### config.mk
export PLATFORM = sky130hd
export DESIGN_NAME = vga_timing_gen_flat
export DESIGN_NICKNAME = d
export VERILOG_FILES = /design/src/rtl/vga_timing_if.sv /design/src/rtl/vga_timing_gen.sv /design/src/flat_wrapper.sv
export SDC_FILE = /design/constraint.sdc
export NUM_CORES = 1
export LEC_CHECK = 0
export BUFFER_PORTS_ARGS = -buffer_cell sky130_fd_sc_hd__buf_2
export CAP_MARGIN = 20
export CORE_MARGIN = 2
export CORE_UTILIZATION = 40
export DETAILED_ROUTE_END_ITERATION = 10
export PLACE_DENSITY = 0.66
export SLEW_MARGIN = 20
export SYNTH_ARGS = -nofsm -noshare
export SYNTH_HDL_FRONTEND = slang
export SYNTH_SLANG_ARGS = --single-unit
### constraint.sdc
create_clock -name clk_25m -period 2.5 [get_ports clk_25m]
set_input_delay 0.5 -clock clk_25m [delete_from_list [all_inputs] [get_ports clk_25m]]
set_output_delay 0.5 -clock clk_25m [all_outputs]
set_load 0.02 [all_outputs]
### src/rtl/vga_timing_if.sv
// Raster timing bundle from the VGA timing generator to the colour-selection
// stage, the sync pins and the game logic. The generator drives every signal
// (master); consumers only observe (slave). There is no valid/ready handshake:
// every signal is a free-running registered output, updated once per pixel
// clock, and consumers sample it on the same clock.
interface vga_timing_if;
   logic [9:0]  hc;
   logic [9:0]  vc;
   logic        valid;
   logic        hsync;
   logic        vsync;
   logic        line_tick;
   logic        frame_tick;
   logic [15:0] frame_cnt;

   modport master (
      output hc, vc, valid, hsync, vsync, line_tick, frame_tick, frame_cnt
   );

   modport slave (
      input  hc, vc, valid, hsync, vsync, line_tick, frame_tick, frame_cnt
   );
endinterface

### src/rtl/vga_timing_gen.sv
// 640x480@60 Hz raster timing generator running on the 25 MHz pixel clock.
// Pixel/line counters and the per-pixel flags are registered from next-state
// counter values, so hc, vc, valid and the ticks always agree in a cycle.
// Sync pulses are decoded from the registered counters and delayed by
// SYNC_DELAY cycles to match the colour stage's ROM read + output register.
module vga_timing_gen #(
   parameter int H_VIS      = 640,
   parameter int H_FP       = 16,
   parameter int H_SW       = 96,
   parameter int H_BP       = 48,
   parameter int V_VIS      = 480,
   parameter int V_FP       = 10,
   parameter int V_SW       = 2,
   parameter int V_BP       = 33,
   parameter int SYNC_DELAY = 2,
   parameter bit H_POL      = 1'b0,
   parameter bit V_POL      = 1'b0
) (
   input  logic               clk_25m,
   input  logic               rst,
   vga_timing_if.master       o_vga
);

   localparam int H_TOT = H_VIS + H_FP + H_SW + H_BP;
   localparam int V_TOT = V_VIS + V_FP + V_SW + V_BP;

   // SYNC_DELAY of 0 still keeps one flop so the pins never see a comb path.
   localparam int STAGES = (SYNC_DELAY == 0) ? 1 : SYNC_DELAY;

   // Compare constants carry one spare bit so a 1024 total cannot overflow.
   localparam logic [9:0]  HC_LAST  = 10'(H_TOT - 1);
   localparam logic [9:0]  VC_LAST  = 10'(V_TOT - 1);
   localparam logic [10:0] H_VIS_C  = 11'(H_VIS);
   localparam logic [10:0] V_VIS_C  = 11'(V_VIS);
   localparam logic [10:0] HS_START = 11'(H_VIS + H_FP);
   localparam logic [10:0] HS_END   = 11'(H_VIS + H_FP + H_SW);
   localparam logic [10:0] VS_START = 11'(V_VIS + V_FP);
   localparam logic [10:0] VS_END   = 11'(V_VIS + V_FP + V_SW);

   if (H_TOT > 1024) begin : g_bad_h_tot
      $error("vga_timing_gen: H_TOT must not exceed 1024");
   end
   if (V_TOT > 1024) begin : g_bad_v_tot
      $error("vga_timing_gen: V_TOT must not exceed 1024");
   end
   if (SYNC_DELAY > 4 || SYNC_DELAY < 0) begin : g_bad_sync_delay
      $error("vga_timing_gen: SYNC_DELAY must be in 0..4");
   end

   logic [9:0]        r_hc;
   logic [9:0]        r_vc;
   logic              r_valid;
   logic              r_line_tick;
   logic              r_frame_tick;
   logic [15:0]       r_frame_cnt;
   logic [STAGES-1:0] r_hs_pipe;
   logic [STAGES-1:0] r_vs_pipe;

   logic       w_hc_wrap;
   logic [9:0] w_hc_nxt;
   logic [9:0] w_vc_nxt;
   logic       w_frame_start;
   logic       w_hs_lvl;
   logic       w_vs_lvl;

   // Next-state counters; vc only moves on the cycle hc wraps.
   assign w_hc_wrap     = (r_hc == HC_LAST);
   assign w_hc_nxt      = w_hc_wrap ? 10'd0 : r_hc + 10'd1;
   assign w_vc_nxt      = !w_hc_wrap       ? r_vc  :
                          (r_vc == VC_LAST) ? 10'd0 : r_vc + 10'd1;
   assign w_frame_start = (w_hc_nxt == 10'd0) && ({1'b0, w_vc_nxt} == V_VIS_C);

   // Raw syncs decoded from the registered counters, already at pin polarity.
   assign w_hs_lvl = (({1'b0, r_hc} >= HS_START) && ({1'b0, r_hc} < HS_END)) ? H_POL : ~H_POL;
   assign w_vs_lvl = (({1'b0, r_vc} >= VS_START) && ({1'b0, r_vc} < VS_END)) ? V_POL : ~V_POL;

   // Counters, visible flag, ticks and frame counter, all from next-state values.
   always_ff @(posedge clk_25m or negedge rst) begin
      if (!rst) begin
         r_hc         <= HC_LAST;
         r_vc         <= VC_LAST;
         r_valid      <= 1'b0;
         r_line_tick  <= 1'b0;
         r_frame_tick <= 1'b0;
         r_frame_cnt  <= 16'd0;
      end else begin
         r_hc         <= w_hc_nxt;
         r_vc         <= w_vc_nxt;
         r_valid      <= ({1'b0, w_hc_nxt} < H_VIS_C) && ({1'b0, w_vc_nxt} < V_VIS_C);
         r_line_tick  <= (w_hc_nxt == 10'd0);
         r_frame_tick <= w_frame_start;
         r_frame_cnt  <= w_frame_start ? r_frame_cnt + 16'd1 : r_frame_cnt;
      end
   end

   // Sync delay pipes; every stage holds the inactive level out of reset.
   always_ff @(posedge clk_25m or negedge rst) begin
      if (!rst) begin
         r_hs_pipe <= {STAGES{~H_POL}};
         r_vs_pipe <= {STAGES{~V_POL}};
      end else begin
         r_hs_pipe[0] <= w_hs_lvl;
         r_vs_pipe[0] <= w_vs_lvl;
         for (int i = 1; i < STAGES; i++) begin
            r_hs_pipe[i] <= r_hs_pipe[i-1];
            r_vs_pipe[i] <= r_vs_pipe[i-1];
         end
      end
   end

   assign o_vga.hc         = r_hc;
   assign o_vga.vc         = r_vc;
   assign o_vga.valid      = r_valid;
   assign o_vga.line_tick  = r_line_tick;
   assign o_vga.frame_tick = r_frame_tick;
   assign o_vga.frame_cnt  = r_frame_cnt;
   assign o_vga.hsync      = r_hs_pipe[STAGES-1];
   assign o_vga.vsync      = r_vs_pipe[STAGES-1];

endmodule

### src/flat_wrapper.sv
// flat-port wrapper written by rule: the top's interface ports become plain ports
module vga_timing_gen_flat 
#(
   parameter int H_VIS      = 640,
   parameter int H_FP       = 16,
   parameter int H_SW       = 96,
   parameter int H_BP       = 48,
   parameter int V_VIS      = 480,
   parameter int V_FP       = 10,
   parameter int V_SW       = 2,
   parameter int V_BP       = 33,
   parameter int SYNC_DELAY = 2,
   parameter bit H_POL      = 1'b0,
   parameter bit V_POL      = 1'b0
)
  (clk_25m, rst, o_vga_hc, o_vga_vc, o_vga_valid, o_vga_hsync, o_vga_vsync, o_vga_line_tick, o_vga_frame_tick, o_vga_frame_cnt);
  vga_timing_if o_vga_i ();
  input  logic clk_25m;
  input  logic rst;
  output wire logic [$bits(o_vga_i.hc)-1:0] o_vga_hc;
  output wire logic [$bits(o_vga_i.vc)-1:0] o_vga_vc;
  output wire logic [$bits(o_vga_i.valid)-1:0] o_vga_valid;
  output wire logic [$bits(o_vga_i.hsync)-1:0] o_vga_hsync;
  output wire logic [$bits(o_vga_i.vsync)-1:0] o_vga_vsync;
  output wire logic [$bits(o_vga_i.line_tick)-1:0] o_vga_line_tick;
  output wire logic [$bits(o_vga_i.frame_tick)-1:0] o_vga_frame_tick;
  output wire logic [$bits(o_vga_i.frame_cnt)-1:0] o_vga_frame_cnt;
  assign o_vga_hc = o_vga_i.hc;
  assign o_vga_vc = o_vga_i.vc;
  assign o_vga_valid = o_vga_i.valid;
  assign o_vga_hsync = o_vga_i.hsync;
  assign o_vga_vsync = o_vga_i.vsync;
  assign o_vga_line_tick = o_vga_i.line_tick;
  assign o_vga_frame_tick = o_vga_i.frame_tick;
  assign o_vga_frame_cnt = o_vga_i.frame_cnt;
  vga_timing_gen #(.H_VIS(H_VIS), .H_FP(H_FP), .H_SW(H_SW), .H_BP(H_BP), .V_VIS(V_VIS), .V_FP(V_FP), .V_SW(V_SW), .V_BP(V_BP), .SYNC_DELAY(SYNC_DELAY), .H_POL(H_POL), .V_POL(V_POL)) u_core (.clk_25m(clk_25m), .rst(rst), .o_vga(o_vga_i));
endmodule
-- After elaboration in Yosys (flattened, before gate mapping)
Cells that the tools add are included.
- multiplexer cells: 5
- equal/unequal tests: 3
- magnitude comparators: 6
- add/sub/neg operators: 3
- reduce and logical (&&, ||, !) cells: 5
- operators with widths (kind ; count):
    10-bit two-way mux ; 3
    10-bit by 1-bit adder with 10-bit output, second input constant ; 2
    10-bit == test, second input constant ; 2
    10-bit < comparator, second input constant ; 2
    10-bit by 9-bit < comparator with 1-bit output, second input constant ; 2
    16-bit by 1-bit adder with 16-bit output, second input constant ; 1
    10-bit by 9-bit == test with 1-bit output, second input constant ; 1
    10-bit >= comparator, second input constant ; 1
    10-bit by 9-bit >= comparator with 1-bit output, second input constant ; 1
    10-bit zero test ; 1
    1-bit logical AND ; 4
    1-bit two-way mux ; 2
- register bits after elaboration: 43
- word-level logic and storage cells: 30

-- Logic depth before layout (Yosys ltp)
Gate-level depths: netlist of run 1.
- word-level depth: 5
- gate-level depth with buffers: 10
- mapped depth without buffers: 8

-- Least setup slack after synthesis of run 1
Ideal clock, no wire load.
- path type: reg-to-reg
- from: reg u_core.r_hc[0] (netlist: u_core.o_vga.hc[0])
- to: reg u_core.r_frame_cnt[2] (netlist: u_core.o_vga.frame_cnt[2])
- period minus slack after synthesis: 2.616 ns
- stages on the path, launching flop included: 9
- slack: -0.116 ns
- setup time: 0.134 ns
- arrival: 2.482 ns
- path buffers: 1
- cell sequence: dfstp_2 ha_1 nand3_1 or4_4 o211a_1 o2111ai_4 buf_6 nor4_2 xor2_1
- cells in the longest elaborated chain, start to end: 4
- ends and longest elaborated chain (what ; RTL line ; RTL):
    from (decl) ; vga_timing_gen.sv:50 ; logic [9:0] r_hc;
    from (signal assigned) ; vga_timing_gen.sv:87 ; r_hc <= w_hc_nxt;
    10-bit by 1-bit adder with 10-bit output or 10-bit == test (tied branches) ; vga_timing_gen.sv:68, vga_timing_gen.sv:67 ;
    10-bit two-way mux, on equally long branches ; vga_timing_gen.sv:68, vga_timing_gen.sv:69 ;
    10-bit zero test or 10-bit by 9-bit == test with 1-bit output (tied branches) ; vga_timing_gen.sv:71 ; assign w_frame_start = (w_hc_nxt == 10'd0) && ({1'b0, w_vc_nxt} == V_VIS_C);
    1-bit logical AND * ; vga_timing_gen.sv:71 ;
    to (signal assigned) ; vga_timing_gen.sv:92 ; r_frame_cnt <= w_frame_start ? r_frame_cnt + 16'd1 : r_frame_cnt;
    to (decl) ; vga_timing_gen.sv:55 ; logic [15:0] r_frame_cnt;
Mark *: on every way between the ends. The rest lies on a longest branch, timed or not.
A chain may end at the register's enable or synchronous reset.

-- Final worst setup path of run 1
- from: reg u_core.r_hc[1] (netlist: u_core.o_vga.hc[1])
- to: reg u_core.r_frame_cnt[10] (netlist: u_core.o_vga.frame_cnt[10])
Same word-level chain as after synthesis.

==> run summary, run 1 <==
Via density -> 5.408
Worst R2R End -> u_core.o_vga.frame_cnt[10]
GP Congestion -> 0.8556
via count -> 2082
Core Util, Final -> 50.27%
Setup CP Type -> register to register
Die Area -> 7236 um^2
total grt overflow -> 0
Peak Freq -> 0.4003 GHz
worst r2r src -> u_core.o_vga.hc[1]
Final setup viols -> 0
first-pass GRT wire length -> 9432 um
Total GRT Usage -> 16.04%
I/O Pins -> 43
post-route ant nets -> 0
Buffers on Ports -> 42
sequential share of the synthesized area -> 41.60%
Mapped Nets -> 259
core area -> 6350 um^2
Slew Viols, Final -> 0
period utilization -> 99.93%
WL/cell -> 14.72 um
R2R depth -> 8
Die H -> 85.07 um
leading cell types in the layout, fill and taps excluded -> buf_2, dfrtp_1, buf_4
# Max-Cap Violations -> 0
leakage -> 1.445 nW
H-tree depth -> 2
VDD IR-drop max -> 259.1 uV
sequential share of power -> 54.4%
Worst Path Required -> 2.73 ns
Hold Path Class -> input port to async pin
Top Family by Delay on Critical Path -> simple AND/OR/NAND/NOR gates
Die X-Extent -> 85.07 um
Main synth FF type -> dfrtp_1
CP Cell Sequence -> ha_4 > nand3_2 > or4_4 > a21oi_4 > o2111ai_4 > buf_12 > nor4_2 > xor2_1
share of layout cells above drive strength 1 -> 42.21%
largest net degree at the start of global routing -> 42
area grow syn2layout -> 21.42%
#FFs+latches synth -> 43
CP Capture Point -> u_core.o_vga.frame_cnt[10]
CTS tree -> built
clock root buffer -> clkbuf_8
vias in the first global route -> 1991
status -> finished clean
critical path launch point type -> register
commonest non-fill, non-tap cell in the layout -> buf_2
Power Density -> 400.6 nW/um^2
total power draw -> 1.279 mW
clock sinks -> 43
RSZ-0062 raised after global routing -> true
drt total wl -> 5669 um
crit path from -> u_core.o_vga.hc[1]
Crit path arrival time -> 2.73 ns
peak per-stage delay on the critical path -> 0.56 ns
worst skew pair latency -> 0.30 ns
initial antenna violation count -> 0
post-synthesis cell area -> 2629 um^2
DP HPWL -> 4118 um
Final min period -> 2.498 ns
Clock Skew -> 0.01074 ns
Internal -> 1.022 mW
Synth async-reset ratio -> 100.0%
Rows -> 29
reg2reg setup slack -> 0.002 ns
Initial Util -> 41.40%
sw frac -> 20.07%
syn avg cell area -> 10.43 um^2
CP Depth -> 8
Worst-path clk slew -> 0.09 ns
Worst path slowest cell -> dfstp_2
Final Hold Vio Count -> 0
DRC -> 0
Post-Synthesis Cells -> 252
Ys Warns -> 0
Net Sw Power -> 256.6 uW
Buf/Inv on CP -> 1
CTS Buf Count -> 5
CP endpoint kind -> register
DRT Pass-1 Iters -> 4
post-CTS setup buffers -> 0
antenna diode count -> 0
max_slew headroom -> 39.86%
CTS Buffer Depth -> 2
number of synthesized flops with an enable pin -> 0
Clk pwr share -> 44.3%
Net count, final -> 314
slew of the pin with the lowest slew margin -> 0.9021 ns
combinational power share -> 1.2%
post-synth cell types -> 57
Max FO, Critical Path -> 9
final-layout fill cell count -> 590
1st-iter DRT viols -> 146
worst reg2reg max path, delay by kind of cell, from the launching register on:
kind,cells,cell delay (ns)
simple gates,3,0.90
fa+ha+maj,1,0.18
flops,1,0.56
compound gates,2,0.37
xor+xnor,1,0.18
buf+inv,1,0.23
state kept, by name (all words and copies together), names as in the netlist:
register and cells:
u_core.o_vga.frame_cnt 16, u_core.o_vga.frame_tick 1, u_core.o_vga.hc 10, u_core.o_vga.line_tick 1, u_core.o_vga.valid 1, u_core.o_vga.vc 10
u_core.r_hs_pipe 2, u_core.r_vs_pipe 2
cells in the mapped netlist (3+ instances only):
library cell   n  share of area, %
dfrtp_1       29                28
nand3_1       22               4.2
nand2_1       21               3.0
xor2_1        19               6.3
dfstp_2       14                14
nor2_1        13               1.9
nand4_1       11               2.6
nor4_2        10               4.8
inv_1          9               1.3
buf_4          8               2.3
xnor2_1        6               2.0
and3_1         5               1.2
clkbuf_1       5              0.71
ha_1           5               2.4
nor3_1         5              0.95
nor4_1         5               1.2
o21ai_0        5              0.95
a21oi_1        4              0.76
and4_1         4               1.3
buf_6          4               1.7
clkbuf_8       3               1.6
how the worst min path moves through the flow:
stage,startpoint,end,slack [ns],cells after the start
floorplan,rst,u_core.o_vga.frame_cnt[0],0.20,0
global placement,u_core.r_hs_pipe[0],u_core.r_hs_pipe[1],0.35,0
detailed placement,u_core.r_vs_pipe[0],u_core.r_vs_pipe[1],0.35,0
CTS,rst,u_core.o_vga.frame_cnt[2],0.36,1
global route,u_core.r_hs_pipe[0],u_core.r_hs_pipe[1],0.36,0
finish,rst,u_core.o_vga.hc[6],0.33,1
cell type report:
cell class	count	area (um^2)	area share (%)
multi-input cells	178	1418	44.41
flip-flops and latches	43	1094	34.26
repair buffers	70	432.9	13.56
well taps	77	96.34	3.018
clock buffers	6	82.58	2.587
clock inverters	2	35.03	1.098
inverters	9	33.78	1.058
routing by layer:
layer  GRT usage, %  vias to the layer above  wire length (um)  part of all wire, %
li1               -                     1023                 -                    -
met1          22.28                     1009              2718                   48
met2          25.07                       46              2662                   47
met3          3.405                        4               237                  4.2
met4          5.195                        0                51                 0.90
met5              0                        -                 0                    0
per-stage QoR:
stage / cells / instance area, um^2 / TNS [ns] / hold slack [ns] / worst slack [ns]
4_1_cts: 385 / 3133 / 0 / 0.3590 / 0.005101
3_5_place_dp: 377 / 2993 / -0.01750 / 0.3472 / -0.01716
5_1_grt: 385 / 3192 / -0.9409 / 0.3634 / -0.1058
2_1_floorplan: 252 / 2641 / 0 / 0.2044 / 0.009173
3_3_place_gp: 377 / 2993 / -0.01854 / 0.3469 / -0.01854
6_report: 385 / 3192 / 0 / 0.3284 / 0.001660
what timing repair did:
action,CTS,global route
gates cloned,0,0
gates resized for setup,4,10
endpoints found under the setup margin,5,15
pin swaps,1,1
hold buffers,0,0
logic make-up (layout without fill, tap and decap cells):
family / after synthesis / count (layout) / share of synthesized area (%)
compound gates: 28 / 28 / 9.281
xor+xnor: 26 / 26 / 8.948
fa+ha+maj: 5 / 5 / 2.380
buf+inv: 31 / 87 / 8.044
flops: 43 / 43 / 41.60
mux: 3 / 3 / 1.237
simple gates: 116 / 116 / 28.51
power groups by stage:
stage               Clock [mW]  Sequential, mW  Combinational (mW)
floorplan                    0           0.709         0.000000592
global placement             0           0.709              0.0172
detailed placement           0           0.709              0.0175
CTS                      0.583           0.696              0.0174
global route             0.606           0.696              0.0196
finish                   0.567           0.696              0.0159
(Power assumes the default switching activity.)
==> inputs of run 2 (changes only) <==
--- a/config.mk
+++ b/config.mk
@@ -8,9 +8,9 @@
 export BUFFER_PORTS_ARGS = -buffer_cell sky130_fd_sc_hd__buf_2
 export CAP_MARGIN = 20
 export CORE_MARGIN = 2
-export CORE_UTILIZATION = 40
+export CORE_UTILIZATION = 51
 export DETAILED_ROUTE_END_ITERATION = 10
-export PLACE_DENSITY = 0.66
+export PLACE_DENSITY = 0.8
 export SLEW_MARGIN = 20
 export SYNTH_ARGS = -nofsm -noshare
 export SYNTH_HDL_FRONTEND = slang
==> run 2 against run 1 <==
The flow now finishes with violations (setup timing). Clock power is 16% lower. Utilization is 17 points higher. Combinational power decreased by 8%. Critical path type unchanged. Largest cell class unchanged. Largest power group unchanged.
==> run summary, run 2 (synthesis results as in run 1) <==
status -> finished with violations
failing checks -> setup timing
Die X-Extent -> 75.80 um
Crit path arrival time -> 2.76 ns
Worst Path Required -> 2.70 ns
first-pass GRT wire length -> 9673 um
Die H -> 75.80 um
1st-iter DRT viols -> 228
post-route ant nets -> 0
vias in the first global route -> 1987
worst skew pair latency -> 0.31 ns
# Max-Cap Violations -> 0
DRT Pass-1 Iters -> 4
Max FO, Critical Path -> 6
Peak Freq -> 0.3897 GHz
CTS Buf Count -> 5
Via density -> 5.869
Power Density -> 351.3 nW/um^2
CP endpoint kind -> register
DP HPWL -> 4265 um
total grt overflow -> 0
total power draw -> 1.188 mW
Net count, final -> 324
slew of the pin with the lowest slew margin -> 0.8849 ns
Worst-path clk slew -> 0.10 ns
Worst R2R End -> u_core.o_vga.frame_cnt[12]
VDD IR-drop max -> 210.8 uV
GP Congestion -> 0.9157
Total GRT Usage -> 21.99%
DRC -> 0
share of layout cells above drive strength 1 -> 45.28%
Die Area -> 5745 um^2
reg2reg setup slack -> -0.07 ns
final std cells w/o fill -> 388
RSZ-0062 raised after global routing -> true
period utilization -> 102.7%
Final min period -> 2.566 ns
leading cell types in the layout, fill and taps excluded -> buf_2, buf_4, dfrtp_1
clock sinks -> 43
Initial Util -> 52.13%
Slew Viols, Final -> 0
crit path from -> u_core.o_vga.hc[1]
clock root buffer -> clkbuf_8
antenna diode count -> 0
CP Capture Point -> u_core.o_vga.frame_cnt[12]
Buffers on Ports -> 42
core area -> 5042 um^2
critical path launch point type -> register
max FFs per register -> 16
Final setup viols -> 13
Hold Buf Count CTS -> 0
commonest non-fill, non-tap cell in the layout -> buf_2
max_slew headroom -> 41.00%
Setup CP Type -> register to register
CTS tree -> built
worst r2r src -> u_core.o_vga.hc[1]
leakage -> 1.494 nW
Rows -> 26
Final WS setup -> -0.06638 ns
placed insts -> 372
Hold Path Class -> input port to async pin
largest net degree at the start of global routing -> 41
R2R depth -> 8
CTS Buffer Depth -> 2
WL/cell -> 17.28 um
via count -> 2277
H-tree depth -> 2
area grow syn2layout -> 28.61%
I/O Pins -> 43
hold slack -> 0.2988 ns
initial antenna violation count -> 0
Clock Skew -> 0.01104 ns
Post-Route Setup TNS -> -0.6175 ns
drt total wl -> 6704 um
Final Hold Vio Count -> 0
run 2: stage by stage:
stage | worst slack (ns) | utilization, % | cell area [um^2]
after detailed placement | -0.09753 | 59.48 | 2999
after floorplan | 0.009173 | - | 2641
after global routing | -0.1608 | 67.05 | 3381
after global placement | 0.03089 | 59.48 | 2999
final | -0.06638 | 67.05 | 3381
after CTS | 0.004881 | 61.94 | 3123
run 2: how the worst min path moves through the flow:
stage                              from                    endpoint  slack [ns]  depth (start not counted)
floorplan                           rst   u_core.o_vga.frame_cnt[0]        0.20                          0
global placement    u_core.r_vs_pipe[0]         u_core.r_vs_pipe[1]        0.35                          0
detailed placement  u_core.r_vs_pipe[0]         u_core.r_vs_pipe[1]        0.35                          0
CTS                                 rst      u_core.o_vga.line_tick        0.33                          1
global route                        rst   u_core.o_vga.frame_cnt[9]        0.37                          1
finish                              rst  u_core.o_vga.frame_cnt[10]        0.30                          1
run 2: where the power goes:
group          internal [mW]  switching [mW]
combinational        0.00157          0.0131
clock                  0.200           0.277
sequential             0.696               0
run 2: what timing repair did:
action                     in CTS  in global routing
setup endpoints to repair      12                 15
setup buffers                   0                  7
cloned                          0                  1
pin swaps                       2                 33
gates resized for setup         6                 28
run 2: area by class of cell:
class                   instances  area (um^2)
clock inverters                 3        23.77
multi-input cells             178         1529
clock buffers                   5        68.82
repair buffers                 80        544.3
inverters                       9        33.78
well taps                      70        87.58
fillers                       354         1662
flip-flops and latches         43         1094
run 2: per-layer routing:
layer / GRT usage [%] / part of all wire (%) / vias to the layer above / routed length (um)
li1: - / - / 1041 / -
met1: 29.73 / 42 / 1146 / 2806
met2: 35.34 / 52 / 80 / 3468
met3: 5.291 / 5.2 / 10 / 347
met4: 5.848 / 1.2 / 0 / 82
met5: 0 / 0 / - / 0
run 2: critical path, cell delays in order (launching register included):
cell,delay [ns]
dfstp_2,0.56
ha_4,0.17
nand3_4,0.08
or4_4,0.57
o211a_4,0.28
o2111ai_4,0.35
buf_6,0.22
nor4_4,0.05
xor2_1,0.16
